[src/rtl/gpio_reg_arbiter.sv]
// Round-robin grant-and-hold arbiter sharing the GPIO register-bus slave port
// between several masters, with a watchdog that aborts transactions the target never answers.
package gpio_reg_arbiter_pkg;

  typedef struct packed {
    logic [31:0] addr;
    logic        write;
    logic [31:0] wdata;
    logic [3:0]  wstrb;
    logic        valid;
  } reg_req_t;

  typedef struct packed {
    logic [31:0] rdata;
    logic        error;
    logic        ready;
  } reg_rsp_t;

endpackage

module gpio_reg_arbiter #(
  parameter int unsigned NumReq        = 2,
  parameter int unsigned AddrWidth     = 32,
  parameter int unsigned DataWidth     = 32,
  parameter int unsigned TimeoutCycles = 256,
  parameter type         reg_req_t     = gpio_reg_arbiter_pkg::reg_req_t,
  parameter type         reg_rsp_t     = gpio_reg_arbiter_pkg::reg_rsp_t,
  localparam int unsigned GntWidth     = (NumReq > 1) ? $clog2(NumReq) : 1
) (
  input  logic                clk_i,
  input  logic                rst_i,
  input  reg_req_t            req_i [NumReq],
  output reg_rsp_t            rsp_o [NumReq],
  output reg_req_t            req_o,
  input  reg_rsp_t            rsp_i,
  output logic [GntWidth-1:0] grant_o,
  output logic                busy_o,
  output logic                timeout_o
);

  localparam int unsigned WdWidth = (TimeoutCycles > 0) ? $clog2(TimeoutCycles + 1) : 1;
  localparam logic [WdWidth-1:0] WdLast =
      (TimeoutCycles > 0) ? WdWidth'(TimeoutCycles - 1) : '0;
  localparam int unsigned ReqBits = AddrWidth + DataWidth + DataWidth / 8 + 2;
  localparam int unsigned RspBits = DataWidth + 2;

  localparam logic [0:0] StIdle = 1'b0;
  localparam logic [0:0] StBusy = 1'b1;

  if ($bits(reg_req_t) != ReqBits) begin : g_req_width_check
    $error("reg_req_t width does not match AddrWidth/DataWidth");
  end
  if ($bits(reg_rsp_t) != RspBits) begin : g_rsp_width_check
    $error("reg_rsp_t width does not match DataWidth");
  end

  logic [0:0]          state_r;
  logic [GntWidth-1:0] rr_ptr_r;
  logic [GntWidth-1:0] grant_r;
  reg_req_t            req_r;
  logic [WdWidth-1:0]  wd_cnt_r;

  logic [GntWidth-1:0] win_s;
  logic                any_s;
  int unsigned         idx_s;
  reg_req_t            req_sel_s;
  logic [GntWidth-1:0] next_ptr_s;
  logic                timeout_s;
  logic                done_s;

  // Winner search: first valid request at or above rr_ptr_r, wrapping modulo NumReq.
  always_comb begin
    win_s = '0;
    any_s = 1'b0;
    idx_s = 32'd0;
    for (int unsigned i = 0; i < NumReq; i++) begin
      idx_s = 32'(rr_ptr_r) + i;
      if (idx_s >= NumReq) begin
        idx_s = idx_s - NumReq;
      end else begin
        idx_s = idx_s;
      end
      if (!any_s && req_i[GntWidth'(idx_s)].valid) begin
        any_s = 1'b1;
        win_s = GntWidth'(idx_s);
      end else begin
        any_s = any_s;
      end
    end
  end

  always_comb begin
    req_sel_s       = req_i[win_s];
    req_sel_s.valid = 1'b1;
  end

  assign next_ptr_s = (32'(grant_r) == NumReq - 1) ? '0 : grant_r + 1'b1;
  // A target ready in the threshold cycle is a normal completion, never an abort.
  assign timeout_s  = (TimeoutCycles != 0) && (state_r == StBusy) &&
                      (wd_cnt_r == WdLast) && !rsp_i.ready;
  assign done_s     = (state_r == StBusy) && (rsp_i.ready || timeout_s);

  // Grant-and-hold sequencing, round-robin pointer and watchdog counter.
  always_ff @(posedge clk_i) begin
    if (rst_i) begin
      state_r  <= StIdle;
      rr_ptr_r <= '0;
      grant_r  <= '0;
      req_r    <= '0;
      wd_cnt_r <= '0;
    end else begin
      case (state_r)
        StIdle: begin
          if (any_s) begin
            grant_r  <= win_s;
            req_r    <= req_sel_s;
            wd_cnt_r <= '0;
            state_r  <= StBusy;
          end
        end
        StBusy: begin
          if (done_s) begin
            state_r  <= StIdle;
            rr_ptr_r <= next_ptr_s;
          end else begin
            wd_cnt_r <= wd_cnt_r + 1'b1;
          end
        end
        default: state_r <= StIdle;
      endcase
    end
  end

  // Downstream request from the latched copy; response routed only to the current owner.
  always_comb begin
    req_o = '0;
    for (int unsigned j = 0; j < NumReq; j++) begin
      rsp_o[GntWidth'(j)] = '0;
    end
    if (state_r == StBusy) begin
      req_o = req_r;
      for (int unsigned j = 0; j < NumReq; j++) begin
        if (GntWidth'(j) == grant_r) begin
          if (timeout_s) begin
            rsp_o[GntWidth'(j)].rdata = '0;
            rsp_o[GntWidth'(j)].error = 1'b1;
            rsp_o[GntWidth'(j)].ready = 1'b1;
          end else begin
            rsp_o[GntWidth'(j)] = rsp_i;
          end
        end else begin
          rsp_o[GntWidth'(j)] = '0;
        end
      end
    end else begin
      req_o = '0;
    end
  end

  assign grant_o   = grant_r;
  assign busy_o    = (state_r == StBusy);
  assign timeout_o = timeout_s;

endmodule

[config.mk]
export PLATFORM = sky130hd
export DESIGN_NAME = gpio_reg_arbiter
export DESIGN_NICKNAME = d
export VERILOG_FILES = /design/src/rtl/gpio_reg_arbiter.sv
export SDC_FILE = /design/constraint.sdc
export NUM_CORES = 1
export LEC_CHECK = 0
export BUFFER_PORTS_ARGS = -buffer_cell sky130_fd_sc_hd__buf_2
export CORE_AREA = 5 5 119 121
export CTS_CLUSTER_SIZE = 14
export DETAILED_ROUTE_END_ITERATION = 10
export DIE_AREA = 0 0 124 126
export PLACE_DENSITY = 0.73
export RECOVER_POWER = 25
export REMOVE_ABC_BUFFERS = 1
export SLEW_MARGIN = 25
export SYNTH_ARGS = -nofsm -noshare
export SYNTH_HDL_FRONTEND = slang
export SYNTH_SLANG_ARGS = --single-unit
[constraint.sdc]
create_clock -name clk_i -period 2.8 [get_ports clk_i]
set_clock_uncertainty 0.1 [all_clocks]
set_input_delay 0.28 -clock clk_i [delete_from_list [all_inputs] [get_ports clk_i]]
set_output_delay 0.28 -clock clk_i [all_outputs]
set_load 0.01 [all_outputs]
==> flow_summary.json, run 1 <==
{
  "crit_type": "register to output pin",
  "grt_util_all_layers_pct": 21.89,
  "grt_pass1_vias": 5301,
  "fin_util_pct": 52.19,
  "synth_cells": 634,
  "dpl_cell_area_sq_mm": 0.006491,
  "multi_input_area_sq_mm": 0.002902,
  "endpoint": "rsp_o[61]",
  "synth_area_sq_mm": 0.004827,
  "fin_nets": 1081,
  "irDropWorstVdd_v": 0.0002702,
  "core.rowCount": 42,
  "drive_gt1_share_pct": 36.01,
  "cts.hold.buffers_added": 0,
  "cp_slowest_cell": "dfxtp_1",
  "antenna_found_initial": 1,
  "slowest_delay_ns": 0.35,
  "area_growth_pct": 40.33,
  "maxCapViolations": 0,
  "post-route-min-period_ns": 2.596,
  "worst-slew-pin-transition_ns": 1.073,
  "port_buffers": 316,
  "setup_ws_ns": 0.2044,
  "path_common_cell": "ha_1",
  "wl_per_cell_microns": 16.84,
  "drc": 0,
  "path_cells": "ha_1 -> nand3_1 -> nor2_1 -> ha_1 -> nor2b_2 -> nor2_2 -> buf_4 -> and2_1 -> buf_2",
  "min-delay-path-class": "primary input to register",
  "gp_congestion": 0.8234,
  "clk_path_buf_depth": 2,
  "clock-sinks": 82,
  "slew_headroom_pct": 28.35,
  "grt_max_degree": 73,
  "reg2reg_depth": 5,
  "clock_latency_ns": 0.34,
  "synth_ff_type": "dfxtp_1",
  "post_cts_buffers": 0,
  "root_buffer": "clkbuf_16",
  "cts.clk_slew.worst_paths_ns": 0.07,
  "timing.fmax_mhz": 385.3,
  "reg2reg_from": "busy_o$_SDFF_PP0_",
  "dr_total_vias": 5643,
  "synth_enable_flop_cells": 0,
  "setup_viol": 0,
  "final.setup.tns_ns": 0,
  "syn-mean-instance-area_sq_um": 7.614,
  "hpwl_microns": 13280,
  "drt_first_iter_violations": 256,
  "end_kind": "output pin",
  "viasPerCell": 5.196,
  "rsz0062_at_grt": "false",
  "yosysWarnings": 0,
  "synth_top_area_share_pct": 34.01,
  "synth.area.top_cells": "dfxtp_1, and2_1, o21ai_0",
  "worstPathRequired_ns": 2.42,
  "critical_path.startpoint": "wd_cnt_r[0]$_SDFFE_PP0P_",
  "start_util_pct": 37.19,
  "netlist-cell-type-count": 27,
  "synth_common_cells": "o21ai_0, and2_1, dfxtp_1",
  "ys_seq_elements": 82,
  "reg2reg_setup_slack_ns": 0.50,
  "outcome": "finished, final reports clean",
  "rr_endpoint": "req_r[17]$_SDFFE_PP0P_",
  "hold_viol_final": 0,
  "worstPathArrival_ns": 2.22,
  "post-route-period-util_pct": 92.70,
  "design_area_sq_mm": 0.006774,
  "synth.most_common_cell": "o21ai_0",
  "grt_overflow": 0,
  "hold_start": "req_i[88]",
  "die-area_sq_mm": 0.01562,
  "regArea_sq_mm": 0.001642,
  "die_x_microns": 124,
  "power_leakage_nw": 3.094,
  "grt_pass1_wl_microns": 26940,
  "fp.coreArea_sq_mm": 0.01298,
  "io_pins": 317,
  "synthArstFlopShare_pct": 0,
  "drt-total-wl_microns": 18290,
  "drv_slew": 0,
  "n_fill_cell": 1301,
  "cp-start-kind": "register",
  "synth_seq_area_share_pct": 34.01,
  "drtPass1Iterations": 4,
  "h-tree-depth": 3,
  "ant_nets": 0,
  "path_max_fanout": 26,
  "die_height_microns": 126,
  "powerDensity_mw_per_mm2": 487.9,
  "cts_made_buffers": 9,
  "preCtsSetupSlack_ns": 0.4718,
  "tritoncts": "done",
  "synth_top_cell_by_area": "dfxtp_1"
}
flip-flops by register name, summed over array words and instances, names as in the netlist:
signal and cells:
req_r 70, wd_cnt_r 9, busy_o 1, grant_o 1
rr_ptr_r 1
what timing repair did:
action,CTS,global route
hold endpoints to repair,0,0
gates resized for setup,0,2
endpoints found under the setup margin,0,29
placed cells by master, fill, tap and decap left out, types with 4 or more instances in the layout:
| cell | netlist | routed |
|---|---|---|
| dfxtp_1 | 82 | 82 |
| nor2_1 | 11 | 10 |
| and2_1 | 136 | 116 |
| mux2i_1 | 5 | 5 |
| clkbuf_1 | 58 | 25 |
| and2_0 | 0 | 20 |
| clkbuf_16 | 0 | 9 |
| buf_4 | 0 | 7 |
| buf_2 | 11 | 291 |
| o21ai_0 | 140 | 140 |
| or3_1 | 7 | 7 |
| a211oi_1 | 4 | 4 |
| nand3_1 | 13 | 13 |
| nand3b_1 | 69 | 69 |
| a31oi_1 | 70 | 70 |
| a21oi_1 | 7 | 7 |
logic make-up (layout without fill, tap and decap cells):
kind of cell / count (synthesis) / in the layout / synth area share, %
mux: 5 / 5 / 1.037
flops: 82 / 82 / 34.01
fa+ha+maj: 2 / 2 / 0.5183
simple gates: 246 / 246 / 32.71
buf+inv: 75 / 349 / 6.272
other cells: 0 / 2 / 0
compound gates: 224 / 224 / 25.45
how the worst min path moves through the flow:
stage | end | slack (ns) | depth (start not counted)
2_1_floorplan | busy_o$_SDFF_PP0_ | 0.25 | 1
3_3_place_gp | req_r[0]$_SDFFE_PP0P_ | 0.35 | 2
3_5_place_dp | req_r[0]$_SDFFE_PP0P_ | 0.36 | 2
4_1_cts | req_r[18]$_SDFFE_PP0P_ | 0.09 | 3
5_1_grt | req_r[33]$_SDFFE_PP0P_ | 0.10 | 3
6_report | req_r[18]$_SDFFE_PP0P_ | 0.10 | 3
stage by stage:
| stage | hold slack, ns | instances | power [mW] |
|---|---|---|---|
| floorplan | 0.2491 | 563 | 1.723 |
| CTS | 0.09360 | 1084 | 3.350 |
| global placement | 0.3487 | 1068 | 2.094 |
| global route | 0.1038 | 1085 | 3.482 |
| finish | 0.1040 | 1086 | 3.305 |
| detailed placement | 0.3631 | 1068 | 2.104 |
area by class of cell:
type                            count  area share [%]
Clock inverter                      5          0.8866
Timing Repair Buffer              329           24.77
Clock buffer                       11           3.731
Antenna cell                        2         0.07388
Tap cell                          176           3.251
Multi-Input combinational cell    477           42.83
Inverter                            4          0.2216
Sequential cell                    82           24.23
where the power goes:
group          switching, mW  internal [mW]
clock                  0.492          0.744
combinational          0.423          0.322
sequential            0.0472           1.28
worst max-delay path: cells and delay by family, from the launching register on:
family                   cells  cell delay [ns]
adder cells (fa/ha/maj)      2             0.46
buffers and inverters        2             0.39
flip-flops                   1             0.35
AND/OR/NAND/NOR              5             0.67
metal layers:
metal	track usage, %	vias to the layer above	routed length [microns]
li1	-	2788	-
met1	23.70	2572	6791
met2	37.48	245	8835
met3	8.072	38	1963
met4	10.24	0	699
met5	0	-	0
No activity file was read; power rests on OpenSTA's default activity.
==> run 2: changes to the inputs <==
CELL_PAD_IN_SITES_DETAIL_PLACEMENT = 2   (was unset)
CELL_PAD_IN_SITES_GLOBAL_PLACEMENT = 2   (was unset)
CORE_AREA = unset   (was 5 5 119 121)
CORE_MARGIN = 5   (was unset)
CORE_UTILIZATION = 21   (was unset)
DIE_AREA = unset   (was 0 0 124 126)
PLACE_DENSITY = unset   (was 0.73)
PLACE_DENSITY_LB_ADDON = 0.1   (was unset)
==> flow_summary.json, run 2 (synthesis gave the netlist of run 1 again) <==
{
  "outcome": "finished, final reports clean",
  "setup_ws_ns": 0.1836,
  "die_height_microns": 161.6,
  "fp.coreArea_sq_mm": 0.02264,
  "fin_cells": 1195,
  "preCtsSetupSlack_ns": 0.3764,
  "drv_slew": 0,
  "slew_headroom_pct": 52.85,
  "use_met2_pct": 30.24,
  "top_register": "req_r",
  "core.rowCount": 55,
  "h-tree-depth": 3,
  "wl_per_cell_microns": 19.37,
  "drive_gt1_share_pct": 37.58,
  "ant_nets": 0,
  "drtPass1Iterations": 4,
  "power_leakage_nw": 3.180,
  "viasPerCell": 4.864,
  "mostFrequentLayoutCells": "buf_2, o21ai_0, and2_1",
  "cts_made_buffers": 9,
  "io_pins": 317,
  "clk_path_buf_depth": 2,
  "setup_viol": 0,
  "post-route-period-util_pct": 93.44,
  "min-delay-path-class": "primary input to register",
  "powerDensity_mw_per_mm2": 499.6,
  "antenna_cells": 0,
  "grtUsageMet1_pct": 20.23,
  "fin_util_pct": 30.93,
  "clock-sinks": 82,
  "dr_total_vias": 5813,
  "reg_top3": "req_r: 70 flops, wd_cnt_r: 9 flops",
  "irDropWorstVdd_v": 0.0002730,
  "clock_latency_ns": 0.35,
  "antenna_found_initial": 1,
  "final_common_cell": "buf_2",
  "root_buffer": "clkbuf_16",
  "start_util_pct": 21.32,
  "cp-start-kind": "register",
  "drt-total-wl_microns": 23150,
  "port_buffers": 316,
  "cts.clk_slew.worst_paths_ns": 0.07,
  "rsz0062_at_grt": "false",
  "place_inst": 1179,
  "timing.fmax_mhz": 382.2,
  "maxCapViolations": 0,
  "grt_max_degree": 56,
  "die_x_microns": 161.6,
  "gp_congestion": 0.7802,
  "grt_overflow": 0,
  "post-route-min-period_ns": 2.616,
  "worstPathArrival_ns": 2.24,
  "drt_first_iter_violations": 224,
  "final.setup.tns_ns": 0,
  "path_max_fanout": 32,
  "grt_pass1_vias": 6445,
  "met3_usage_pct": 4.823,
  "crit_type": "register to output pin",
  "tritoncts": "done",
  "grt_pass1_wl_microns": 35960,
  "largest_reg_flops": 70,
  "worstPathRequired_ns": 2.42,
  "busiest_layer": "met2",
  "hold_viol_final": 0,
  "die-area_sq_mm": 0.02612,
  "grt_util_all_layers_pct": 16.98,
  "end_kind": "output pin",
  "hpwl_microns": 17250,
  "worst-slew-pin-transition_ns": 0.7072,
  "area_growth_pct": 45.05,
  "drc": 0,
  "p_total_mw": 3.498,
  "fin_nets": 1083
}
==> run 2: area by class of cell <==
class	instances	area, sq um
inverters	4	15.01
repair buffers	331	1740
multi-input cells	477	2910
clock inverters	5	85.08
well taps	285	356.6
flip-flops and latches	82	1642
clock buffers	11	252.7
fillers	2696	15640
==> run 2: final timing paths <==
kind	start	to	slack, ns	cells after the start
worst max-delay path	wd_cnt_r[0]$_SDFFE_PP0P_	rsp_o[25]	0.18	9
worst min-delay path	req_i[110]	req_r[40]$_SDFFE_PP0P_	0.10	3
worst max register to register	busy_o$_SDFF_PP0_	req_r[23]$_SDFFE_PP0P_	0.45	5
worst min register to register	req_r[0]$_SDFFE_PP0P_	req_r[0]$_SDFFE_PP0P_	0.38	2
==> run 2: what timing repair did <==
| action | CTS | global route |
|---|---|---|
| resized for setup | 1 | 2 |
| setup endpoints to repair | 1 | 64 |
| setup buffers | 0 | 0 |
| hold buffers | 0 | 0 |
| endpoints found under the hold margin | 0 | 0 |
==> run 2: stage by stage <==
stage	cell area [sq um]	hold WS, ns
2_1_floorplan	4539	0.2491
3_3_place_gp	6668	0.3469
3_5_place_dp	6671	0.3537
4_1_cts	7012	0.09348
5_1_grt	7002	0.1118
6_report	7002	0.1023
==> run 2: worst max-delay path, stage by stage (launching register included) <==
cell and delay [ns]:
dfxtp_1 0.42, ha_1 0.22, nand3_1 0.08, nor2_1 0.12, ha_2 0.23, nor2b_4 0.19
nor2_1 0.07, buf_4 0.22, and2_1 0.19, buf_2 0.14
==> run 2: power breakdown <==
group	switching [mW]	internal [mW]	leakage [nW]
Sequential	0.0537	1.28	0.679
Combinational	0.449	0.337	2.34
Clock	0.546	0.836	0.162
Total	1.05	2.45	3.18
==> run 2: routing by layer <==
metal / vias up / part of all wire (%)
li1: 2789 / -
met1: 2807 / 42
met2: 199 / 50
met3: 16 / 6.9
met4: 2 / 1.1
met5: - / 0.078
==> run 3: changes to the inputs <==
RECOVER_POWER = unset   (was 25)
==> flow_summary.json, run 3 (synthesis gave the netlist of run 1 again) <==
{
  "reg2reg_depth": 7,
  "io_pins": 317,
  "h-tree-depth": 3,
  "worstPathArrival_ns": 2.24,
  "start_util_pct": 21.32,
  "cts_made_buffers": 9,
  "grt_util_all_layers_pct": 16.98,
  "path_cells": "ha_1 -> nand3_1 -> nor2_1 -> ha_2 -> nor2b_4 -> nor2_1 -> buf_4 -> and2_1 -> buf_2",
  "final.setup.tns_ns": 0,
  "post-route-min-period_ns": 2.615,
  "viasPerCell": 4.863,
  "cts.clk_slew.worst_paths_ns": 0.07,
  "p_switching_mw": 1.048,
  "mostFrequentLayoutCells": "buf_2, o21ai_0, and2_1",
  "n_fill_cell": 2693,
  "regArea_sq_mm": 0.001643,
  "drt_first_iter_violations": 238,
  "cp_num_buf_inv": 2,
  "die-area_sq_mm": 0.02612,
  "grt_pass1_vias": 6445,
  "core.rowCount": 55,
  "wl_per_cell_microns": 19.37,
  "dr_total_vias": 5811,
  "cp_slowest_cell": "dfxtp_1",
  "end_kind": "output pin",
  "power_frac_clock_pct": 39.5,
  "timing.fmax_mhz": 382.3,
  "reg_top3": "req_r: 70 flops, wd_cnt_r: 9 flops",
  "cts.hold.buffers_added": 0,
  "slowest_delay_ns": 0.42,
  "path_common_cell": "nor2_1",
  "tritoncts": "done",
  "cp_top_family": "simple AND/OR/NAND/NOR gates",
  "grt_max_degree": 56,
  "root_buffer": "clkbuf_16",
  "worst-slew-pin-transition_ns": 0.7076,
  "drive_gt1_share_pct": 39.12,
  "drv_slew": 0,
  "clk_path_buf_depth": 2,
  "path_max_fanout": 32,
  "area_growth_pct": 45.41,
  "outcome": "finished, final reports clean",
  "antenna_found_initial": 1,
  "port_buffers": 316,
  "post-route-period-util_pct": 93.41,
  "hold_viol_final": 0,
  "multi_input_area_sq_mm": 0.002910,
  "crit_type": "register to output pin",
  "timing.hold.ws_ns": 0.1045,
  "antenna_cells": 0,
  "final_common_cell": "buf_2",
  "drc": 0,
  "power_leakage_nw": 3.249,
  "grt_overflow": 0,
  "drtPass1Iterations": 4,
  "gp_congestion": 0.7802,
  "top_register": "req_r",
  "switching_share_pct": 29.94,
  "irDropWorstVdd_v": 0.0002732,
  "fin_nets": 1083,
  "ant_nets": 0,
  "worstPathRequired_ns": 2.42,
  "clock-sinks": 82,
  "grt_pass1_wl_microns": 35960,
  "setup_viol": 0,
  "combPwrFrac_pct": 22.5,
  "rsz0062_at_grt": "false",
  "cp-start-kind": "register",
  "whs_path_depth": 3,
  "die_height_microns": 161.6,
  "hpwl_microns": 17250,
  "slew_headroom_pct": 52.83,
  "fp.coreArea_sq_mm": 0.02264,
  "drt-total-wl_microns": 23150,
  "p_seq_share_pct": 38.0,
  "worst-path-stages": 9,
  "powerDensity_mw_per_mm2": 498.9,
  "largest_reg_flops": 70,
  "min-delay-path-class": "primary input to register",
  "p_int_mw": 2.453,
  "maxCapViolations": 0,
  "clock_latency_ns": 0.35,
  "die_x_microns": 161.6
}
run 3: stage by stage:
| stage | worst slack (ns) | instances | utilization, % | area (sq um) | total power, mW |
|---|---|---|---|---|---|
| after global placement | 0.5314 | 1179 | 29.45 | 6668 | 2.125 |
| after floorplan | -1.096 | 563 | - | 4539 | 1.723 |
| final | 0.1845 | 1195 | 31.00 | 7019 | 3.502 |
| after detailed placement | 0.3764 | 1179 | 29.47 | 6671 | 2.163 |
| after CTS | 0.08598 | 1195 | 30.97 | 7012 | 3.561 |
| after global routing | 0.02682 | 1195 | 31.00 | 7019 | 3.686 |
run 3: path summary, 6_finish.rpt:
kind / startpoint / endpoint / slack, ns
worst max register to register: wd_cnt_r[0]$_SDFFE_PP0P_ / wd_cnt_r[2]$_SDFFE_PP0P_ / 0.54
worst min-delay path: req_i[110] / req_r[40]$_SDFFE_PP0P_ / 0.10
worst max-delay path: wd_cnt_r[0]$_SDFFE_PP0P_ / rsp_o[25] / 0.18
worst min register to register: req_r[0]$_SDFFE_PP0P_ / req_r[0]$_SDFFE_PP0P_ / 0.37
run 3: what timing repair did:
| item | CTS | global route |
|---|---|---|
| setup buffers | 0 | 0 |
| setup endpoints to repair | 1 | 64 |
| hold endpoints to repair | 0 | 0 |
| gates resized for setup | 1 | 2 |
run 3: power groups by stage:
stage | sequential (mW) | combinational [mW] | clock, mW
after global routing | 1.34 | 0.883 | 1.46
after floorplan | 1.34 | 0.379 | 0
after detailed placement | 1.36 | 0.808 | 0
final | 1.33 | 0.789 | 1.38
after CTS | 1.33 | 0.811 | 1.42
after global placement | 1.35 | 0.776 | 0
run 3: worst reg2reg max path, stage by stage, from the launching register on:
cell and delay, ns:
dfxtp_1 0.36, ha_1 0.24, nand3_1 0.09, nor2_1 0.05, ha_2 0.20, or3b_1 0.53
or3_1 0.36, a211oi_1 0.24
run 3: cell type report:
| cell class | instances | share of cell area [%] |
|---|---|---|
| clock inverter | 5 | 1.212 |
| tap | 285 | 5.080 |
| inverter | 4 | 0.2139 |
| multi-input combinational | 477 | 41.46 |
| sequential | 82 | 23.40 |
| timing repair buffer | 331 | 25.03 |
| clock buffer | 11 | 3.601 |
run 3: layer usage:
layer / share of wire [%] / track usage [%]
met1: 42 / 20.23
met2: 50 / 30.24
met3: 7.0 / 4.823
met4: 1.1 / 3.998
met5: 0.078 / 0
